**src/rtl/ssd_scan_controller.sv**
```systemverilog
// Multiplexed common-anode 7-segment scanner: per-slot guard blanking, leading-zero
// suppression and a double-buffered display value that swaps only at frame boundaries.
module ssd_scan_controller #(
    parameter int unsigned NUM_DIGITS   = 4,
    parameter int unsigned REFRESH_DIV  = 50000,
    parameter int unsigned GUARD_CYCLES = 500
) (
    input  logic                    clk,
    input  logic                    rst,
    input  logic [4*NUM_DIGITS-1:0] value_in,
    input  logic                    load,
    input  logic                    lz_suppress,
    output logic                    load_ack,
    output logic [6:0]              seg_out,
    output logic [NUM_DIGITS-1:0]   anode_n,
    output logic                    frame_start
);

    localparam int unsigned CntW = (REFRESH_DIV > 1) ? $clog2(REFRESH_DIV) : 1;
    localparam int unsigned IdxW = (NUM_DIGITS > 1) ? $clog2(NUM_DIGITS) : 1;
    localparam int unsigned ValW = 4 * NUM_DIGITS;

    localparam logic [CntW-1:0] CntLast  = CntW'(REFRESH_DIV - 1);
    localparam logic [CntW-1:0] GuardEnd = CntW'(GUARD_CYCLES);
    localparam logic [IdxW-1:0] IdxLast  = IdxW'(NUM_DIGITS - 1);

    logic [CntW-1:0]       cnt_q, cnt_d;
    logic [IdxW-1:0]       idx_q, idx_d;
    logic [ValW-1:0]       disp_q, disp_d;
    logic [ValW-1:0]       pend_q, pend_d;
    logic                  pflag_q, pflag_d;
    logic                  ack_q, ack_d;
    logic                  lz_q, lz_d;

    logic                  slot_end;
    logic                  frame_end;
    logic [NUM_DIGITS-1:0] supp;
    logic                  zero_run;
    logic [3:0]            slot_nib;

    // Active-low gfedcba segment patterns.
    function automatic logic [6:0] ssd_decode(input logic [3:0] nib);
        logic [6:0] seg;
        unique case (nib)
            4'h0: seg = 7'h40;
            4'h1: seg = 7'h79;
            4'h2: seg = 7'h24;
            4'h3: seg = 7'h30;
            4'h4: seg = 7'h19;
            4'h5: seg = 7'h12;
            4'h6: seg = 7'h02;
            4'h7: seg = 7'h78;
            4'h8: seg = 7'h00;
            4'h9: seg = 7'h10;
            4'hA: seg = 7'h08;
            4'hB: seg = 7'h03;
            4'hC: seg = 7'h46;
            4'hD: seg = 7'h21;
            4'hE: seg = 7'h06;
            4'hF: seg = 7'h0E;
            default: seg = 7'h7F;
        endcase
        return seg;
    endfunction

    always_comb begin
        slot_end  = (cnt_q == CntLast);
        frame_end = slot_end && (idx_q == IdxLast);

        cnt_d   = slot_end ? '0 : cnt_q + 1'b1;
        idx_d   = idx_q;
        disp_d  = disp_q;
        pend_d  = pend_q;
        pflag_d = pflag_q;
        ack_d   = 1'b0;
        lz_d    = lz_suppress;

        if (slot_end) begin
            idx_d = (idx_q == IdxLast) ? '0 : idx_q + 1'b1;
        end

        if (frame_end && pflag_q) begin
            disp_d  = pend_q;
            pflag_d = 1'b0;
            ack_d   = 1'b1;
        end

        // Applied after the transfer so a coincident load lands in pend for next frame.
        if (load) begin
            pend_d  = value_in;
            pflag_d = 1'b1;
        end
    end

    always_ff @(posedge clk) begin
        if (rst) begin
            cnt_q   <= '0;
            idx_q   <= '0;
            disp_q  <= '0;
            pend_q  <= '0;
            pflag_q <= 1'b0;
            ack_q   <= 1'b0;
            lz_q    <= 1'b0;
        end else begin
            cnt_q   <= cnt_d;
            idx_q   <= idx_d;
            disp_q  <= disp_d;
            pend_q  <= pend_d;
            pflag_q <= pflag_d;
            ack_q   <= ack_d;
            lz_q    <= lz_d;
        end
    end

    // supp[k]: digits NUM_DIGITS-1..k all zero; digit 0 is never blanked.
    always_comb begin
        zero_run = 1'b1;
        supp     = '0;
        for (int k = NUM_DIGITS - 1; k >= 1; k--) begin
            zero_run = zero_run & (disp_q[4*k +: 4] == 4'h0);
            supp[k]  = lz_q & zero_run;
        end
    end

    always_comb begin
        slot_nib = disp_q[4*int'(idx_q) +: 4];
        anode_n  = '1;
        seg_out  = 7'h7F;
        if (!rst && (cnt_q >= GuardEnd)) begin
            anode_n[idx_q] = 1'b0;
            if (!supp[idx_q]) begin
                seg_out = ssd_decode(slot_nib);
            end
        end
        frame_start = (idx_q == '0) && (cnt_q == '0);
        load_ack    = ack_q;
    end

endmodule

```
**config.mk**
```make
export PLATFORM = sky130hd
export DESIGN_NAME = ssd_scan_controller
export DESIGN_NICKNAME = d
export VERILOG_FILES = /design/src/rtl/ssd_scan_controller.sv
export SDC_FILE = /design/constraint.sdc
export NUM_CORES = 1
export LEC_CHECK = 0
export CAP_MARGIN = 20
export CORE_MARGIN = 2
export CORE_UTILIZATION = 59
export DETAILED_ROUTE_END_ITERATION = 8
export PLACE_DENSITY_LB_ADDON = 0.2
export SLEW_MARGIN = 40
export SYNTH_ARGS = -nofsm -noshare
export SYNTH_HDL_FRONTEND = slang
export SYNTH_SLANG_ARGS = --single-unit
```
**constraint.sdc**
```tcl
create_clock -name clk -period 6.32 [get_ports clk]
set_clock_uncertainty 0.2 [all_clocks]
set_input_delay 1.264 -clock clk [delete_from_list [all_inputs] [get_ports clk]]
set_output_delay 1.264 -clock clk [all_outputs]
set_load 0.03 [all_outputs]
```
# Word-level counts from Yosys, hierarchy flattened
# Memories as Yosys holds them, arrays and structs flattened.
# Index checks and enable logic that the tools add are counted.
# op_classes
n_addsub,2
magnitude_cmp,3
eq_ne,2
shifts,1
muxes,11
bitwise_logic,6
n_reduce_logical,13
# ops
cell,count
"adder 16 x 1 -> 16 bit, second input constant",1
"equality test 16 bit, second input constant",1
"greater-or-equal comparator 16 x 9 -> 1 bit, second input constant",1
zero test 16 bit,1
indexed part select 16 x 5 -> 4 bit,1
2-to-1 mux 7 bit,2
zero test 4 bit,3
AND 1 bit,5
logical AND 1 bit,5
2-to-1 mux 1 bit,5
2-to-1 mux 4 bit,1
inverter 4 bit,1
"less-than comparator 2 x 3 -> 1 bit, second input constant",1
"adder 2 x 1 -> 2 bit, second input constant",1
binary-select mux 1 bit (select 2 bit),1
demux 1 bit (select 2 bit),1
"equality test 2 bit, second input constant",1
"greater-or-equal comparator 2 x 1 -> 1 bit, second input constant",1
zero test 2 bit,1
2-to-1 mux 2 bit,1
nonzero test 2 bit,1
OR reduction 2 bit,1
zero test 1 bit,1
# word_totals
ff_bits,53
rom_bits,112
in_bits,20
word_cells,46
mem_count,1
# mem_list
memory,depth,width,read_ports,rd_clocked_by_memory_dff,write_ports,line,text
(name not given),16,7,1,0,0,44,unique case (nib)

# Depth between registers and ports, before layout
# Gate-level depths: netlist of the first run.
# depth
depth_word,8
mapped_depth,9
ltp_nobuf,7

# Worst setup path after synthesis of the first run
# Ideal clock, no wire load.
# synth_timing
path_kind,reg2out
startpoint,reg idx_q[0]
endpoint,out seg_out[3]
arrival_ns,2.376
required_ns,4.856
path_slack_ns,2.480
stages_incl_launch_ff,8
n_path_buf,1
cell_sequence,dfxtp_1 > clkbuf_1 > mux4_2 > inv_1 > ha_1 > nand2_1 > o21ai_0 > o211ai_1
# synth_via
elab_chain_len,4
elab_cells_between_ends,6
cone_classes,1 x shift; 4 x mux; 1 x memory
# synth_rtl
item,line,text
start: declaration,28,"logic [IdxW-1:0] idx_q, idx_d;"
start signal: assignment,106,idx_q <= idx_d;
indexed part select 16 x 5 -> 4 bit / binary-select mux 1 bit (select 2 bit) (equally long branches),"126, 131",
memory (16 x 7 bit) / 2-to-1 mux 1 bit (equally long branches),--,
2-to-1 mux 7 bit *,131,if (!supp[idx_q]) begin
2-to-1 mux 7 bit *,129,if (!rst && (cnt_q >= GuardEnd)) begin
end: declaration,14,"output logic [6:0] seg_out,"
# Every way passes the cells marked *; elsewhere a longest branch is shown, timed or not. The select of a mux whose other input is x is not followed.

# Worst setup path in the final report of the first run
# layout_timing
startpoint,in rst
endpoint,out seg_out[2]
# layout_via
elab_chain_len,3
# layout_rtl
item,line,text
start: declaration,9,"input logic rst,"
zero test 1 bit,129,
logical AND 1 bit,129,
2-to-1 mux 7 bit,129,
# Every way passes these cells.

==> results of run 1 <==
==> layer usage <==
layer	vias to the layer above	track usage (%)	wire (um)
li1	995	-	-
met1	908	29.41	2479
met3	4	4.329	205
met2	54	32.49	2144
met5	-	0	0
met4	0	5.769	34
==> path summary, 6_finish.rpt <==
kind	startpoint	to	cells past startpoint	slack (ns)
worst max register to register	cnt_q[0]	cnt_q[13]	6	3.99
worst max-delay path	rst	seg_out[2]	6	1.23
worst min-delay path	pflag_q	pflag_q	2	0.28
worst min register to register	pflag_q	pflag_q	2	0.28
==> power breakdown <==
group / switching, uW / internal [uW]
combinational: 18.0 / 21.6
sequential: 5.55 / 342
clock: 103 / 115
==> per-stage QoR <==
| stage | area, um^2 | instances | total power [uW] | hold slack (ns) |
|---|---|---|---|---|
| floorplan | 2579 | 280 | 376.5 | 0.2375 |
| global placement | 2894 | 349 | 394.2 | 0.2606 |
| detailed placement | 2889 | 349 | 395.3 | 0.2667 |
| CTS | 2993 | 356 | 611.2 | 0.2840 |
| global route | 2993 | 356 | 629.8 | 0.2997 |
| finish | 2993 | 356 | 605.9 | 0.2821 |
==> cell usage in the layout (no fill, tap or decap), types with 2 or more instances in the layout <==
master and n:
sky130_fd_sc_hd__ha_1 12, sky130_fd_sc_hd__nand4_1 4, sky130_fd_sc_hd__clkbuf_8 5, sky130_fd_sc_hd__dfxtp_1 53, sky130_fd_sc_hd__or3_1 2, sky130_fd_sc_hd__mux4_2 4, sky130_fd_sc_hd__nor2_1 53, sky130_fd_sc_hd__clkdlybuf4s50_1 31
sky130_fd_sc_hd__nand3_1 10, sky130_fd_sc_hd__xnor2_1 4, sky130_fd_sc_hd__mux2i_1 35, sky130_fd_sc_hd__nor4_1 4, sky130_fd_sc_hd__and2_1 2, sky130_fd_sc_hd__xor2_1 10, sky130_fd_sc_hd__and4_1 2, sky130_fd_sc_hd__and4b_1 2
sky130_fd_sc_hd__o21ai_0 4, sky130_fd_sc_hd__a21oi_1 6, sky130_fd_sc_hd__nand2_1 17, sky130_fd_sc_hd__and3_1 4, sky130_fd_sc_hd__inv_1 13, sky130_fd_sc_hd__nor3b_1 2, sky130_fd_sc_hd__or4_4 2, sky130_fd_sc_hd__o211ai_1 5
sky130_fd_sc_hd__nand2b_1 4, sky130_fd_sc_hd__nor2b_1 3
==> cell type report <==
type	count	area, um^2	share of cell area (%)
timing repair buffer	33	322.8	10.79
inverter	13	48.80	1.630
sequential	53	1061	35.45
tap	52	65.06	2.174
multi-input combinational	198	1391	46.49
clock inverter	2	35.03	1.171
clock buffer	5	68.82	2.299
==> cell families (layout without fill, tap and decap cells) <==
logic type               after synthesis  in the layout  synth area share [%]
adder cells (fa/ha/maj)               12             12                 5.822
multiplexers                          40             40                 17.52
AO/OA/AOI/OAI                         19             19                 4.707
flip-flops                            53             53                 41.15
XOR/XNOR                              14             14                 4.755
AND/OR/NAND/NOR                      113            113                 21.15
buffers and inverters                 29             53                 4.900
==> state kept, by name (all words and copies together) (netlist names) <==
name,count
cnt_q,16
disp_q,16
idx_q,2
load_ack,1
lz_q,1
pend_q,16
pflag_q,1
==> worst reg2reg max path: cells and delay by family (launching register included) <==
kind	cells	cell delay, ns
adders and majority gates	1	0.20
DFF	1	0.40
and+or+nand+nor	5	1.42
==> summary.txt, run 1 <==
Global routing
  • Gr ovfl total: 0
  • Maximum number of pins on one net before global-route repair: 40
  • Global-route wire length before repair: 8.307 mm
  • Number of antenna violations at the first check in global routing: 0
  • GRT Total Usage: 20.83%
  • Vias in the first global route: roughly 1.8k

Power
  • Largest voltage drop on the vdd net: 0.1789 mV
  • Areal power density over the cells: 202.5 nW/um^2
  • Leakage power: 0.001269 uW

Run
  • Number of maximum-capacitance violations: 0

Yosys
  • Primary FF master, synth: sky130_fd_sc_hd__dfxtp_1
  • Number of enable flip-flop cells after synthesis: 0
  • Synth async-reset ratio: 0%
  • Synth Net Count: 312
  • Synthesized flop and latch total: 53
  • Syn Inst Count: 280
  • Count of unique library cells instantiated by Yosys: 34
  • Synthesized cell area: 2579 um^2
  • Sequential share of the synthesized area: 41.15%
  • Area fraction of the dominant cell type after synthesis: approximately two fifths
  • Warnings, synthesis: 0
  • Leading post-synthesis cells by instance count: sky130_fd_sc_hd__dfxtp_1 (53), sky130_fd_sc_hd__nor2_1 (53), sky130_fd_sc_hd__mux2i_1 (35)
  • Leading cell types by total area after synthesis: sky130_fd_sc_hd__dfxtp_1 (41%), sky130_fd_sc_hd__mux2i_1 (14%), sky130_fd_sc_hd__nor2_1 (7.7%), sky130_fd_sc_hd__ha_1 (5.8%), sky130_fd_sc_hd__mux4_2 (3.5%)
  • Largest area contributor in the synthesized netlist: sky130_fd_sc_hd__dfxtp_1
  • Avg Synthesized Cell Area: 9.210 um^2

Layout
  • Util after Layout: 69.70%
  • Net count of the finished layout: 336
  • Area growth from synthesis to layout: 16.06%
  • # fillers: 352
  • Antenna Cells: 0
  • Fraction of final layout cells sized beyond drive strength 1: between 5 and 6%

Floorplan
  • # rows: 24
  • Die boundary height: about 70 um
  • Horizontal die dimension: 70.11 um
  • Starting Density: 60.05%
  • Core box area: 4294 um^2
  • Top-level port count: 33
  • Area of the die: 4915 um^2

Placed design
  • Placed wire-length estimate after detailed placement: 3.517 mm
  • Number of port buffers: 32
  • Routability congestion estimate: a little under 0.9
  • Place WS: 1.227 ns

Timing
  • Final Max Slew Viols: 0
  • Final setup violation count: 0
  • RSZ-0062 raised after global routing: false
  • Final worst-path cycle share: 80.56%
  • Setup TNS: 0 ns
  • Number of failing hold endpoints at the final stage: 0
  • Final worst-path setup slack: 1.229 ns
  • Slew of the pin with the lowest slew margin: 0.6143 ns
  • Remaining max-slew budget at the tightest pin: about three fifths
  • Maximum achievable frequency: 196.4 MHz
  • Final critical-path required period: between 5 and 6 ns

CTS
  • Post-cts repair resize count: 0
  • Clock root buffer: sky130_fd_sc_hd__clkbuf_8
  • Clock tree from TritonCTS: done
  • Clock latency of the later-clocked register in the worst-skew pair: 0.30 ns
  • Buffers inserted during post-CTS setup optimization: 0
  • H-tree depth: 2
  • Maximum buffer depth of the clock tree: 2
  • Number of clock sinks: 53
  • Number of buffers created by CTS: 5
  • Number of hold buffers added after CTS: 0
  • Clock edge transition at the registers on the reported setup and hold paths: around 0.090 ns

Setup path
  • Required arrival time at the worst endpoint: 4.86 ns
  • Largest fanout on the critical path: 39
  • Crit path max-delay cell type: sky130_fd_sc_hd__clkdlybuf4s50_1
  • CP Class: input pin to output port
  • Sum of buffers and inverters on the critical path: 3
  • Critical path arrival: 3.63 ns
  • Critical-path cell list: clkdlybuf4s50_1, buf_4, a21oi_1, nor2b_1, o221ai_1, clkdlybuf4s50_1
  • Startpoint Class: input pin
  • Worst setup EP type: output port
  • CP max stage delay: 0.63 ns
  • Cell seen most often among critical-path stages: sky130_fd_sc_hd__clkdlybuf4s50_1
  • Family of cells with the greatest summed delay on the critical path: buffers and inverters

Status
  • Outcome: complete, no violations

Routing
  • DRC viols: 0
  • Mean routed wirelength per cell: between 10 and 15 um
  • Vias after detailed routing: between 1.5k and 2k
  • Final antenna-violating net count: 0
  • Initial DRC count: 88
  • Iteration count of the initial detailed-routing pass: 4
  • Detail-routed via count per cell: 5.508
  • Sum of routed wire length over all layers: 4.863 mm

Worst hold path
  • Worst min-delay path class: flip-flop to flip-flop
Power figures use the tool's default switching activity.
==> run 2, diff against run 1 <==
Settings changed: CORE_UTILIZATION 59 to 49.
Clock period 6.32 ns to 4.5 ns, I/O delays scaled along.
==> run 2 against run 1 <==
Setup slack worse by 0.90 ns. Clock power up 49%. Critical path depth is 1 higher. Die area grew 19%. Cell area increased by 1.4%. Non-clock buffer count is 1 higher.
==> summary.txt, run 2 (synthesis results as in run 1) <==
Floorplan
  • Die boundary height: 76.55 um (+9.2%)
  • Starting Density: 50.49% (-9.6 points)
  • Core box area: 5107 um^2 (+19%)
  • Top-level port count: 33 (unchanged)
  • Horizontal die dimension: 76.55 um (+9.2%)
  • # rows: 26 (+8.3%)
  • Area of the die: 5859 um^2 (+19%)

Setup path
  • Startpoint Class: flip-flop
  • Required arrival time at the worst endpoint: 3.40 ns (-1.46 ns)
  • Critical path arrival: 3.07 ns (-0.56 ns)
  • Crit path max-delay cell type: sky130_fd_sc_hd__clkdlybuf4s50_1
  • Largest fanout on the critical path: 15 (-62%)
  • CP max stage delay: 0.70 ns (+0.07 ns)
  • Critical-path cell list: mux4_2, inv_1, ha_1, nand2_1, o21ai_0, o211ai_1, clkdlybuf4s50_1
  • CP Class: flip-flop to output port
  • Worst setup EP type: output port

Layout
  • Net count of the finished layout: 337 (+0.30%)
  • # fillers: 476 (+35%)
  • Leading registers by flop count: cnt_q x16, disp_q x16, pend_q x16
  • Layout Cells excl Fill: 376 (+5.6%)
  • Fraction of final layout cells sized beyond drive strength 1: 5.882% (+0.29 points)
  • Antenna Cells: 0 (unchanged)
  • Highest-count cells in the layout ignoring fill and taps: sky130_fd_sc_hd__nor2_1 (53), sky130_fd_sc_hd__dfxtp_1 (53), sky130_fd_sc_hd__mux2i_1 (35)
  • Area growth from synthesis to layout: 17.71%

Routing
  • Sum of routed wire length over all layers: 4.771 mm (-1.9%)
  • Initial DRC count: 80 (-9.1%)
  • Iteration count of the initial detailed-routing pass: 4 (unchanged)
  • DRC viols: 0 (unchanged)
  • Final antenna-violating net count: 0 (unchanged)
  • Mean routed wirelength per cell: 12.69 um (-7.1%)
  • Vias after detailed routing: 1928 (-1.7%)
  • Detail-routed via count per cell: 5.128 (-6.9%)

CTS
  • Clock edge transition at the registers on the reported setup and hold paths: 0.09 ns (about the same)
  • Maximum buffer depth of the clock tree: 2 (unchanged)
  • Clock root buffer: sky130_fd_sc_hd__clkbuf_8
  • Clock tree from TritonCTS: done
  • Post-cts repair resize count: 0 (unchanged)
  • Buffers inserted during post-CTS setup optimization: 0 (unchanged)
  • Number of buffers created by CTS: 5 (unchanged)
  • H-tree depth: 2 (unchanged)
  • Number of clock sinks: 53 (unchanged)
  • Clock latency of the later-clocked register in the worst-skew pair: 0.30 ns (about the same)
  • Number of hold buffers added after CTS: 0 (unchanged)

Timing
  • Final Max Slew Viols: 0 (unchanged)
  • Maximum achievable frequency: 240.0 MHz
  • Remaining max-slew budget at the tightest pin: 60.25% (+1.2 points)
  • Slew of the pin with the lowest slew margin: 0.5963 ns (-0.01804 ns)
  • Number of failing hold endpoints at the final stage: 0 (unchanged)
  • Final worst-path cycle share: 92.60%
  • Setup TNS: 0 ns (unchanged)
  • Final setup violation count: 0 (unchanged)
  • Final critical-path required period: 4.167 ns
  • RSZ-0062 raised after global routing: false

Global routing
  • Maximum number of pins on one net before global-route repair: 39 (-2.5%)
  • Number of antenna violations at the first check in global routing: 0 (unchanged)
  • Global-route wire length before repair: 8.300 mm (about the same)
  • Gr ovfl total: 0 (unchanged)
  • Vias in the first global route: 1837 (+2.8%)
  • GRT Total Usage: 17.25% (-3.6 points)

Run
  • Number of maximum-capacitance violations: 0 (unchanged)

Placed design
  • Number of port buffers: 32 (unchanged)
  • Number of placed instances, taps included: 368 (+5.4%)
  • Routability congestion estimate: 0.8550 (-4.2%)
  • Placed wire-length estimate after detailed placement: 3.508 mm (-0.25%)

Status
  • Outcome: complete, no violations

Worst hold path
  • Worst min-delay path class: flip-flop to flip-flop

Power
  • Leakage power: 0.001279 uW (+0.78%)
  • Largest voltage drop on the vdd net: 0.2390 mV (+34%)
  • Areal power density over the cells: 286.6 nW/um^2 (+42%)
## run 2: cell count changes in the layout (fill, tap and decap cells not counted)
cell and delta:
sky130_fd_sc_hd__buf_4 +1, sky130_fd_sc_hd__clkbuf_1 +1, sky130_fd_sc_hd__clkbuf_8 +1, sky130_fd_sc_hd__clkinv_2 -1
## run 2: per-stage QoR
stage	cell area, um^2	total power (uW)	setup slack [ns]	util [%]	hold WS (ns)
2_1_floorplan	2579	528.8	1.024	-	0.2375
3_3_place_gp	2924	553.7	0.5629	57.25	0.2559
3_5_place_dp	2919	554.6	0.4983	57.15	0.2721
4_1_cts	3035	880.8	0.3137	59.43	0.2953
5_1_grt	3035	904.5	0.1295	59.43	0.3220
6_report	3035	870.0	0.3329	59.43	0.2899
## run 2: final timing paths
kind	end	slack [ns]	start	cells past startpoint
setup / recovery	seg_out[3]	0.33	idx_q[0]	7
hold / removal	cnt_q[0]	0.29	cnt_q[0]	1
setup reg to reg	cnt_q[13]	2.19	cnt_q[0]	6
hold reg to reg	cnt_q[0]	0.29	cnt_q[0]	1
## run 2: cell type report
type                            instances  area (um^2)  share of cell area, %
Multi-Input combinational cell        198         1391                  45.84
Sequential cell                        53         1061                  34.95
Timing Repair Buffer                   34        330.3                  10.88
Tap cell                               70        87.58                  2.885
Clock buffer                            7        86.33                  2.844
Inverter                               13        48.80                  1.608
Clock inverter                          1        30.03                 0.9893
## run 2: report_power, final
group	total (uW)	internal [uW]	switching, uW
sequential	488	481	7.52
clock	327	181	146
combinational	54.7	30.2	24.5
## run 2: per-layer routing
metal	track usage, %	wire [um]	up-vias
met2	27.88	2169	27
met3	3.318	126	5
met5	0	0	-
met1	23.08	2407	896
met4	6.000	67	0
li1	-	-	1000
## run 2: critical path, delay by kind of cell (launching register included)
family	cells	cell delay, ns
buffers and inverters	2	0.86
DFF	1	0.67
adders and majority gates	1	0.25
muxes	1	0.64
and+or+nand+nor	1	0.09
AOI/OAI and AO/OA	2	0.26
